--- src/rtl/popcount_ramp_gen.sv ---
// Pattern source for the popcount adder: ramps a 12-bit vector one bit per step
// until it holds the requested number of ones, in ascending or interleaved order.
//
//   state   | meaning
//   --------+--------------------------------------------------------------
//   S_IDLE  | o_ready=1, vector holds last count, waiting for a request
//   S_FLUSH | mode change: clearing bits in the old order down to zero
//   S_RAMP  | stepping one bit per prescaler wrap toward the latched target
//   S_DONE  | one-cycle o_done pulse; o_ready=1 so a new request may start
module popcount_ramp_gen #(
  parameter int WIDTH_in  = 12,
  parameter int WIDTH_out = 4,
  parameter int STEP_DIV  = 1
) (
  input  logic                 i_clk,
  input  logic                 i_rst_n,
  input  logic                 i_valid,
  input  logic [WIDTH_out:0]   i_target,
  input  logic                 i_mode,
  output logic                 o_ready,
  output logic [WIDTH_in-1:0]  o_vec,
  output logic [WIDTH_out:0]   o_count,
  output logic                 o_done,
  output logic                 o_clamped
);

  localparam int CW     = WIDTH_out + 1;
  localparam int IDX_W  = (WIDTH_in > 1) ? $clog2(WIDTH_in) : 1;
  localparam int PW     = (STEP_DIV > 1) ? $clog2(STEP_DIV) : 1;
  localparam int N_EVEN = (WIDTH_in + 1) / 2;

  localparam logic [CW-1:0] MAX_CNT    = CW'(WIDTH_in);
  localparam logic [PW-1:0] PRESC_LOAD = PW'(STEP_DIV - 1);

  typedef enum logic [1:0] {S_IDLE, S_FLUSH, S_RAMP, S_DONE} state_t;

  state_t              state_q, state_d;
  logic [WIDTH_in-1:0] vec_q, vec_d;
  logic [CW-1:0]       count_q, count_d;
  logic [CW-1:0]       target_q, target_d;
  logic                mode_q, mode_d;
  logic                mode_new_q, mode_new_d;
  logic [PW-1:0]       presc_q, presc_d;
  logic                clamped_q, clamped_d;
  logic                done_q, done_d;
  logic                ready_q, ready_d;

  logic                step;
  logic                accept;
  logic [IDX_W-1:0]    set_pos;
  logic [IDX_W-1:0]    clr_pos;

  // Position of the idx-th bit to fill; mode 1 fills evens descending, then odds ascending.
  function automatic int pos_of(input logic mode, input int idx);
    if (idx < 0 || idx >= WIDTH_in) return 0;
    if (!mode) return idx;
    if (idx < N_EVEN) return 2 * (N_EVEN - 1 - idx);
    return 2 * (idx - N_EVEN) + 1;
  endfunction

  always_comb begin
    state_d    = state_q;
    vec_d      = vec_q;
    count_d    = count_q;
    target_d   = target_q;
    mode_d     = mode_q;
    mode_new_d = mode_new_q;
    presc_d    = presc_q;
    clamped_d  = clamped_q;

    step    = (presc_q == '0);
    accept  = i_valid && ready_q;
    set_pos = IDX_W'(pos_of(mode_q, int'(count_q)));
    clr_pos = IDX_W'(pos_of(mode_q, int'(count_q) - 1));

    if (state_q == S_FLUSH || state_q == S_RAMP)
      presc_d = step ? PRESC_LOAD : presc_q - PW'(1);

    case (state_q)
      S_IDLE, S_DONE: begin
        state_d = S_IDLE;
        if (accept) begin
          presc_d    = PRESC_LOAD;
          mode_new_d = i_mode;
          if (i_target > MAX_CNT) begin
            target_d  = MAX_CNT;
            clamped_d = 1'b1;
          end else begin
            target_d = i_target;
          end
          if (i_mode == mode_q) begin
            state_d = S_RAMP;
          end else if (count_q != '0) begin
            state_d = S_FLUSH;
          end else begin
            mode_d  = i_mode;
            state_d = S_RAMP;
          end
        end
      end
      S_FLUSH: begin
        if (step) begin
          if (count_q != '0) begin
            vec_d[clr_pos] = 1'b0;
            count_d        = count_q - CW'(1);
          end
          // The step that empties the vector also switches to the new order.
          if (count_q <= CW'(1)) begin
            mode_d  = mode_new_q;
            state_d = S_RAMP;
          end
        end
      end
      S_RAMP: begin
        if (step) begin
          if (count_q < target_q) begin
            vec_d[set_pos] = 1'b1;
            count_d        = count_q + CW'(1);
          end else if (count_q > target_q) begin
            vec_d[clr_pos] = 1'b0;
            count_d        = count_q - CW'(1);
          end else begin
            state_d = S_DONE;
          end
        end
      end
      default: state_d = S_IDLE;
    endcase

    done_d  = (state_d == S_DONE);
    ready_d = (state_d == S_IDLE) || (state_d == S_DONE);
  end

  always_ff @(posedge i_clk or negedge i_rst_n) begin
    if (!i_rst_n) begin
      state_q    <= S_IDLE;
      vec_q      <= '0;
      count_q    <= '0;
      target_q   <= '0;
      mode_q     <= 1'b0;
      mode_new_q <= 1'b0;
      presc_q    <= '0;
      clamped_q  <= 1'b0;
      done_q     <= 1'b0;
      ready_q    <= 1'b1;
    end else begin
      state_q    <= state_d;
      vec_q      <= vec_d;
      count_q    <= count_d;
      target_q   <= target_d;
      mode_q     <= mode_d;
      mode_new_q <= mode_new_d;
      presc_q    <= presc_d;
      clamped_q  <= clamped_d;
      done_q     <= done_d;
      ready_q    <= ready_d;
    end
  end

  assign o_ready   = ready_q;
  assign o_vec     = vec_q;
  assign o_count   = count_q;
  assign o_done    = done_q;
  assign o_clamped = clamped_q;

endmodule

--- config.mk ---
export PLATFORM = sky130hd
export DESIGN_NAME = popcount_ramp_gen
export DESIGN_NICKNAME = d
export VERILOG_FILES = /design/src/rtl/popcount_ramp_gen.sv
export SDC_FILE = /design/constraint.sdc
export NUM_CORES = 1
export LEC_CHECK = 0
export ABC_AREA = 1
export CORE_UTILIZATION = 30
export DETAILED_ROUTE_END_ITERATION = 8
export SYNTH_ARGS = -nofsm -noshare
export SYNTH_HDL_FRONTEND = slang
export SYNTH_SLANG_ARGS = --single-unit
--- constraint.sdc ---
create_clock -name i_clk -period 2.28 [get_ports i_clk]
set_clock_uncertainty 0.2 [all_clocks]
set_input_delay 0.228 -clock i_clk [delete_from_list [all_inputs] [get_ports i_clk]]
set_output_delay 0.228 -clock i_clk [all_outputs]
set_load 0.02 [all_outputs]
* Word-level counts from Yosys, hierarchy flattened *
Index checks and enable logic that the tools add are counted.

storage, ports and cells
  input bits = 9
  word-level logic and storage cells = 122
  output and inout bits = 20
  bits in registers = 30

operators by class
  order comparisons = 13
  reduce and logical (&&, ||, !) cells = 16
  bitwise operators = 3
  muxes and demuxes = 57
  $add $sub $neg = 10
  equal/unequal tests = 13

operators by type and width
  operator             number
  $mux 12              5
  $mux 4               10
  $mux 5               6
  $pmux 12 s2          1
  $mux 1               22
  $mux 2               8
  $and 12x12->12       1
  $not 12->12          1
  $or 12x12->12        1
  $lt 4x5->1 const B   2
  $ne 2x2->1 const B   5
  $pmux 5 s2           1
  $add 4x2->4 const B  2
  $demux 1 s4          2
  $ge 4x1->1 const B   2
  $eq 2x2->1 const B   3
  $ge 6x5->1 const B   1
  $lt 6x1->1 const B   1
  $lt 6x4->1 const B   1
  $pmux 2 s3           1
  $reduce_and 6->1     1
  $sub 3x3->3 const A  2
  $sub 5x1->6 const B  1
  $add 5x1->5 const B  1
  24 further kinds     31

* Logic depth before layout (Yosys ltp) *
Gate-level depths: netlist (run 1).

  depth after elaboration = 20
  gate-level depth with buffers = 19
  gate-level depth less buffers = 18

* Least setup slack after synthesis (run 1) *
No wires, ideal clock.

  kind = reg2reg
  start = register count_q[0], in the netlist o_count[0]
  end = register vec_q[2], in the netlist o_vec[2]
  setup time = 119 ps
  period minus slack after synthesis = 2603 ps
  stages on the path, launching flop included = 18
  slack = -323 ps
  data arrival time = 2284 ps
  buffers on the path = 1
  required time = 1961 ps
  path through = dfrtp_1 > buf_6 > inv_1 > ha_1 > nand2_1 > nand2_1 > inv_1 > ha_1 > nand2_1 > nand2_1 > nand2_1 > nand2_2 > nor2_4 > nand3_2 > nor2_1 > nand2_1 > nor2_1 > nor2_1

on the way
  longest elaborated chain between the ends = 18
  elaborated cells between the ends (all ways) = 56
  those cells by class = 7 x add/sub; 11 x order compare; 2 x eq/ne; 28 x mux; 3 x bitwise; 5 x reduce/logical

ends and longest elaborated chain
  element                                                                RTL line  RTL
  start, declared                                                        39        logic [CW-1:0] count_q, count_d;
  start signal, assigned                                                 149       count_q <= count_d;
  $sub 5x1->6                                                            74        clr_pos = IDX_W'(pos_of(mode_q, int'(count_q) - 1));
  $lt 6x4->1                                                             57        if (idx < N_EVEN) return 2 * (N_EVEN - 1 - idx);
  $mux 1 (2 in series)                                                   57
  $mux 1                                                                 56        if (!mode) return idx;
  $mux 4                                                                 58        return 2 * (idx - N_EVEN) + 1;
  $mux 4                                                                 57
  $mux 4                                                                 56
  $lt 4x5->1 (not written as such) / $ge 4x1->1 (equally long branches)  104, 120
  $logic_and 1x1->1 (not written as such)                                104, 120
  $mux 1 (not written as such)                                           104, 120
  $demux 1 s4                                                            104, 120
  $not 12->12 (no source line)                                           n/a
  $and 12x12->12 (no source line)                                        n/a
  $mux 12                                                                119       end else if (count_q > target_q) begin
  $mux 12                                                                116       if (count_q < target_q) begin
  $mux 12                                                                115       if (step) begin
  $pmux 12 s2                                                            79        case (state_q)
  end signal, assigned                                                   148       vec_q <= vec_d;
  end, declared                                                          38        logic [WIDTH_in-1:0] vec_q, vec_d;

Parallel ways exist; a longest one is shown, timed or not. The select of a mux whose other input is x is not followed.
A chain may end at the register's enable or synchronous reset.

* Worst setup path in the final report (run 1) *
  start = register count_q[1], in the netlist o_count[1]
  end = register count_q[4], in the netlist o_count[4]

on the way
  longest elaborated chain between the ends = 5
  elaborated cells between the ends (all ways) = 14
  those cells by class = 2 x add/sub; 2 x order compare; 2 x eq/ne; 6 x mux; 2 x reduce/logical

ends and longest elaborated chain
  element      RTL line
  $sub 5x1->5  105, 121
  $mux 5       119
  $mux 5       116
  $mux 5       115
  $pmux 5 s2   79

Parallel ways exist; a longest one is shown, timed or not. The select of a mux whose other input is x is not followed.

==> impl_metrics.tcl, run 1 <==
set metrics [dict create \
    root_buffer "clkbuf_8" \
    die_h_um 87.0 \
    synth_flop_cell "dfrtp_1" \
    via_per_inst 4.74 \
    cp.arrival_ns 2.16 \
    synthDistinctLibCells 35 \
    drcViolationCount 0 \
    wl_um 5870 \
    io_pins 29 \
    fin_crit_ns 2.21 \
    ys.warnings.count 0 \
    clockBufferDepth 2 \
    finish.net_count 385 \
    firstDrtPassIters 4 \
    setup_ws_ns 0.0663 \
    setup_viol 0 \
    cap_violations 0 \
    cp-start-kind "flop" \
    grt_max_degree 31 \
    htreeDepth 2 \
    critPathCapture "o_count[4]" \
    die-area_um2 7580 \
    coreArea_um2 6910 \
    final_common_cell "nand2_1" \
    rrSetupSlack_ns 0.07 \
    max_stage_delay_ns 0.43 \
    rsz0062_at_grt "true" \
    grt_overflow 0 \
    critical_path.cell_chain "buf_6, ha_4, nand2_4, nor2_4, nand2_2, nand3_2, nand3_4, o211ai_4, inv_2, buf_4, o221ai_1, o21ai_1" \
    hold_viol_final 0 \
    yosysSeqAreaShare 0.347 \
    multi_input_area_um2 1540 \
    synth_area_per_cell_um2 7.51 \
    setup_tns_ns 0 \
    clock_latency_ns 0.28 \
    grt_pass1_wl_um 9570 \
    worstMarginPinSlew_ns 0.506 \
    synth_edf_count 0 \
    drive_above_1_share 0.363 \
    synth_cells 289 \
    ant_nets 0 \
    postPlaceCellArea_um2 2840 \
    synthesis.nets 314 \
    io_buffer_count 28 \
    ys_ff_latch 30 \
    grtUsageTotal 0.162 \
    route.detailed.wl_per_inst_um 12.8 \
    preCtsSetupSlack_ns -0.139 \
    first_global_vias 2068 \
    diodes 0 \
    cts_buffers 5 \
    fin_crit_sh 0.971 \
    path_class "flop to flop" \
    rows 30 \
    utilization 0.469 \
    finalInstanceArea_um2 3240 \
    die-width_um 87.0 \
    crit_fanout 4 \
    netlist_area_um2 2170 \
    cp_slowest_cell "dfrtp_2" \
    min_path_type "primary input to asynchronous set/reset pin" \
    drt_iter0_drc 138 \
    start_util 0.314 \
    num_vias 2166 \
    rr_endpoint "o_count[4]" \
    reg2reg_depth 12 \
    end_kind "flop" \
    worstPathRequired_ns 2.23 \
    fmax_mhz 452 \
    antenna_found_initial 0 \
    status "completed" \
    area_delta_synth_final_pct 49.3 \
    clock_sinks 30 \
    synthArstFlopShare 1.00 \
    final_max_slew_viol_count 0 \
    startpoint "o_count[1]" \
    timing.slew.headroom 0.663 \
    final_cell_mix "nand2_1 (42), buf_4 (36), inv_1 (28), clkdlybuf4s50_1 (28), nor2_1 (27)" \
    clk_pin_slew_ns 0.06 \
    dp_hpwl_um 4490 \
    cts_tree "built" \
    fill_cells 716 \
    place_congestion 0.818 \
    worstReg2RegStart "o_count[1]" \
    register_area_um2 758 \
]
## what timing repair did
| item | CTS | global route |
|---|---|---|
| setup endpoints to repair | 13 | 19 |
| pin swaps | 2 | 29 |
| hold buffers | 0 | 0 |
| resized for setup | 7 | 59 |
| setup buffers | 1 | 5 |
## cell type report
type,count,area share
inverters,39,0.0471
multi-input cells,218,0.477
repair buffers,66,0.177
well taps,96,0.0371
flip-flops and latches,30,0.234
clock buffers,8,0.0278
## cells in the mapped netlist, drive strengths merged, types with 4 or more instances
library cell   n  area share
a21oi         25       0.058
nand3         28       0.077
o21ai         20       0.053
nand2         59        0.11
o211ai         4       0.020
ha            16       0.092
xor2           4       0.016
inv           39       0.067
dfrtp         29        0.33
nand4          4       0.017
nor2          41       0.081
## worst max-delay path, delay by kind of cell (launching register included)
family | cells | cell delay (ns)
adder cells (fa/ha/maj) | 1 | 0.26
AO/OA/AOI/OAI | 3 | 0.35
buffers and inverters | 3 | 0.39
flip-flops | 1 | 0.43
AND/OR/NAND/NOR | 5 | 0.45
## metal layers
layer  vias up  part of all wire  track usage
li1       1102                 -            -
met5         -                 0            0
met1      1033              0.46        0.209
met4         0            0.0075       0.0379
met2        26              0.51        0.282
met3         5             0.026       0.0265
## stage by stage
stage / cells / hold slack [ns]
after floorplan: 289 / -0.268
after global routing: 457 / 0.183
final: 457 / 0.142
after detailed placement: 443 / 0.257
after global placement: 443 / 0.253
after CTS: 452 / 0.164
## registers in the layout (all words and copies together), names as in the netlist
signal / cells
mode_new_q: 1
mode_q: 1
o_clamped: 1
o_count: 5
o_done: 1
o_ready: 1
o_vec: 12
presc_q: 1
state_q: 2
target_q: 5
## cells by family (layout without fill, tap and decap cells)
kind of cell / Yosys count / count (layout) / share of synthesized area
compound gates: 58 / 58 / 0.160
flops: 30 / 30 / 0.347
buf+inv: 41 / 113 / 0.0750
simple gates: 140 / 140 / 0.310
fa+ha+maj: 16 / 16 / 0.0923
xor+xnor: 4 / 4 / 0.0161
## worst min path at each step
| stage | slack [ns] | endpoint | from |
|---|---|---|---|
| after floorplan | -0.27 | mode_new_q | i_rst_n |
| after global placement | 0.25 | target_q[4] | target_q[4] |
| after detailed placement | 0.26 | target_q[4] | target_q[4] |
| after CTS | 0.16 | o_vec[3] | i_rst_n |
| after global routing | 0.18 | o_vec[3] | i_rst_n |
| final | 0.14 | o_vec[3] | i_rst_n |
Power of run 1 is not shown: default switching activity piles up to over one toggle a cycle in this logic, so the estimate is an artifact.
==> run 2: changes to the inputs <==
--- a/config.mk
+++ b/config.mk
@@ -6,6 +6,7 @@
 export NUM_CORES = 1
 export LEC_CHECK = 0
 export ABC_AREA = 1
+export CORE_ASPECT_RATIO = 1.5
 export CORE_UTILIZATION = 30
 export DETAILED_ROUTE_END_ITERATION = 8
 export SYNTH_ARGS = -nofsm -noshare
==> impl_metrics.tcl, run 2 (synthesized netlist as in run 1, its figures left out) <==
set metrics [dict create \
    fin_crit_sh 0.982 \
    fin_crit_ns 2.24 \
    worstPathRequired_ns 2.30 \
    die-width_um 71.4 \
    start_util 0.312 \
    final_common_cell "nand2_1" \
    fill_cells 691 \
    clock_sinks 30 \
    drcViolationCount 0 \
    route.detailed.wl_per_inst_um 13.7 \
    rows 37 \
    cp.arrival_ns 2.26 \
    end_kind "flop" \
    firstDrtPassIters 4 \
    path_class "flop to flop" \
    die_h_um 106 \
    final_cell_mix "nand2_1 (41), buf_4 (40), nor2_1 (28), clkdlybuf4s50_1 (28), inv_1 (26)" \
    cap_violations 0 \
    dp_hpwl_um 4620 \
    htreeDepth 2 \
    status "completed" \
    final_max_slew_viol_count 0 \
    drt_iter0_drc 63 \
    io_pins 29 \
    rsz0062_at_grt "true" \
    antenna_found_initial 0 \
    fmax_mhz 447 \
    postPlaceCellArea_um2 2860 \
    num_vias 2216 \
    cts_buffers 5 \
    diodes 0 \
    largest_reg_flops 12 \
    multi_input_area_um2 1540 \
    grt_overflow 0 \
    clockBufferDepth 2 \
    cp-start-kind "flop" \
    first_global_vias 2217 \
    grt_pass1_wl_um 9990 \
    ant_nets 0 \
    crit_fanout 6 \
    register_area_um2 758 \
    io_buffer_count 28 \
    wl_um 6100 \
    min_path_type "primary input to asynchronous set/reset pin" \
    hold_viol_final 0 \
    finish.net_count 392 \
    finalInstanceArea_um2 3340 \
    die-area_um2 7580 \
    coreArea_um2 6940 \
    cts_tree "built" \
    grt_max_degree 31 \
    area_delta_synth_final_pct 53.8 \
    drive_above_1_share 0.383 \
    timing.slew.headroom 0.716 \
    grtUsageTotal 0.169 \
    worstMarginPinSlew_ns 0.423 \
    via_per_inst 4.97 \
    utilization 0.481 \
    setup_viol 0 \
    place_congestion 0.862 \
    root_buffer "clkbuf_8" \
    holdBufCountCts 0 \
    clock_latency_ns 0.29 \
    clk_pin_slew_ns 0.07 \
]
==> run 2: worst max-delay path: stages, from the launching register on <==
cell      delay [ns]
dfrtp_2         0.43
buf_6           0.14
ha_4            0.27
nand2_4         0.06
nor2_2          0.12
nand2_2         0.08
nand3_2         0.08
nand3_4         0.08
buf_6           0.13
o211ai_4        0.17
inv_4           0.12
nand2_4         0.09
nor2_4          0.06
a21oi_2         0.13
==> run 2: per-layer routing <==
| layer | vias up | wire [um] | GRT usage |
|---|---|---|---|
| met5 | - | 0 | 0 |
| li1 | 1119 | - | - |
| met4 | 0 | 208 | 0.0714 |
| met2 | 45 | 3470 | 0.334 |
| met1 | 1036 | 2260 | 0.166 |
| met3 | 16 | 165 | 0.0294 |
==> run 2: final cells by class <==
type,instances,share of cell area
inverters,39,0.0472
well taps,78,0.0292
clock inverters,2,0.0180
multi-input cells,218,0.463
repair buffers,73,0.191
clock buffers,6,0.0247
flip-flops and latches,30,0.227
==> run 2: timing repair <==
action / in CTS / in global routing
setup endpoints to repair: 14 / 19
resized for setup: 14 / 59
endpoints found under the hold margin: 0 / 0
pin swaps: 3 / 34
setup buffers: 1 / 7
==> run 2: per-stage QoR <==
step / hold WS [ns] / TNS (ns) / std cells / setup WS [ns]
2_1_floorplan: -0.268 / -0.483 / 289 / -0.0866
3_3_place_gp: 0.252 / -1.08 / 430 / -0.148
3_5_place_dp: 0.255 / -1.45 / 430 / -0.184
4_1_cts: 0.142 / 0 / 439 / 0.0108
5_1_grt: 0.166 / -0.454 / 446 / -0.0568
6_report: 0.120 / 0 / 446 / 0.0418
==> run 2: path summary, 6_finish.rpt <==
path                       cells past startpoint  slack (ns)         from     endpoint
max                                           13        0.04   o_count[1]     o_vec[9]
min                                            2        0.12      i_rst_n     o_vec[4]
max reg2reg                                   13        0.04   o_count[1]     o_vec[9]
min reg2reg                                    2        0.27  target_q[4]  target_q[4]
max in group asynchronous                      2        1.45      i_rst_n      o_ready
min in group i_clk                             2        0.27  target_q[4]  target_q[4]
Power of run 2 is left out for the same reason.
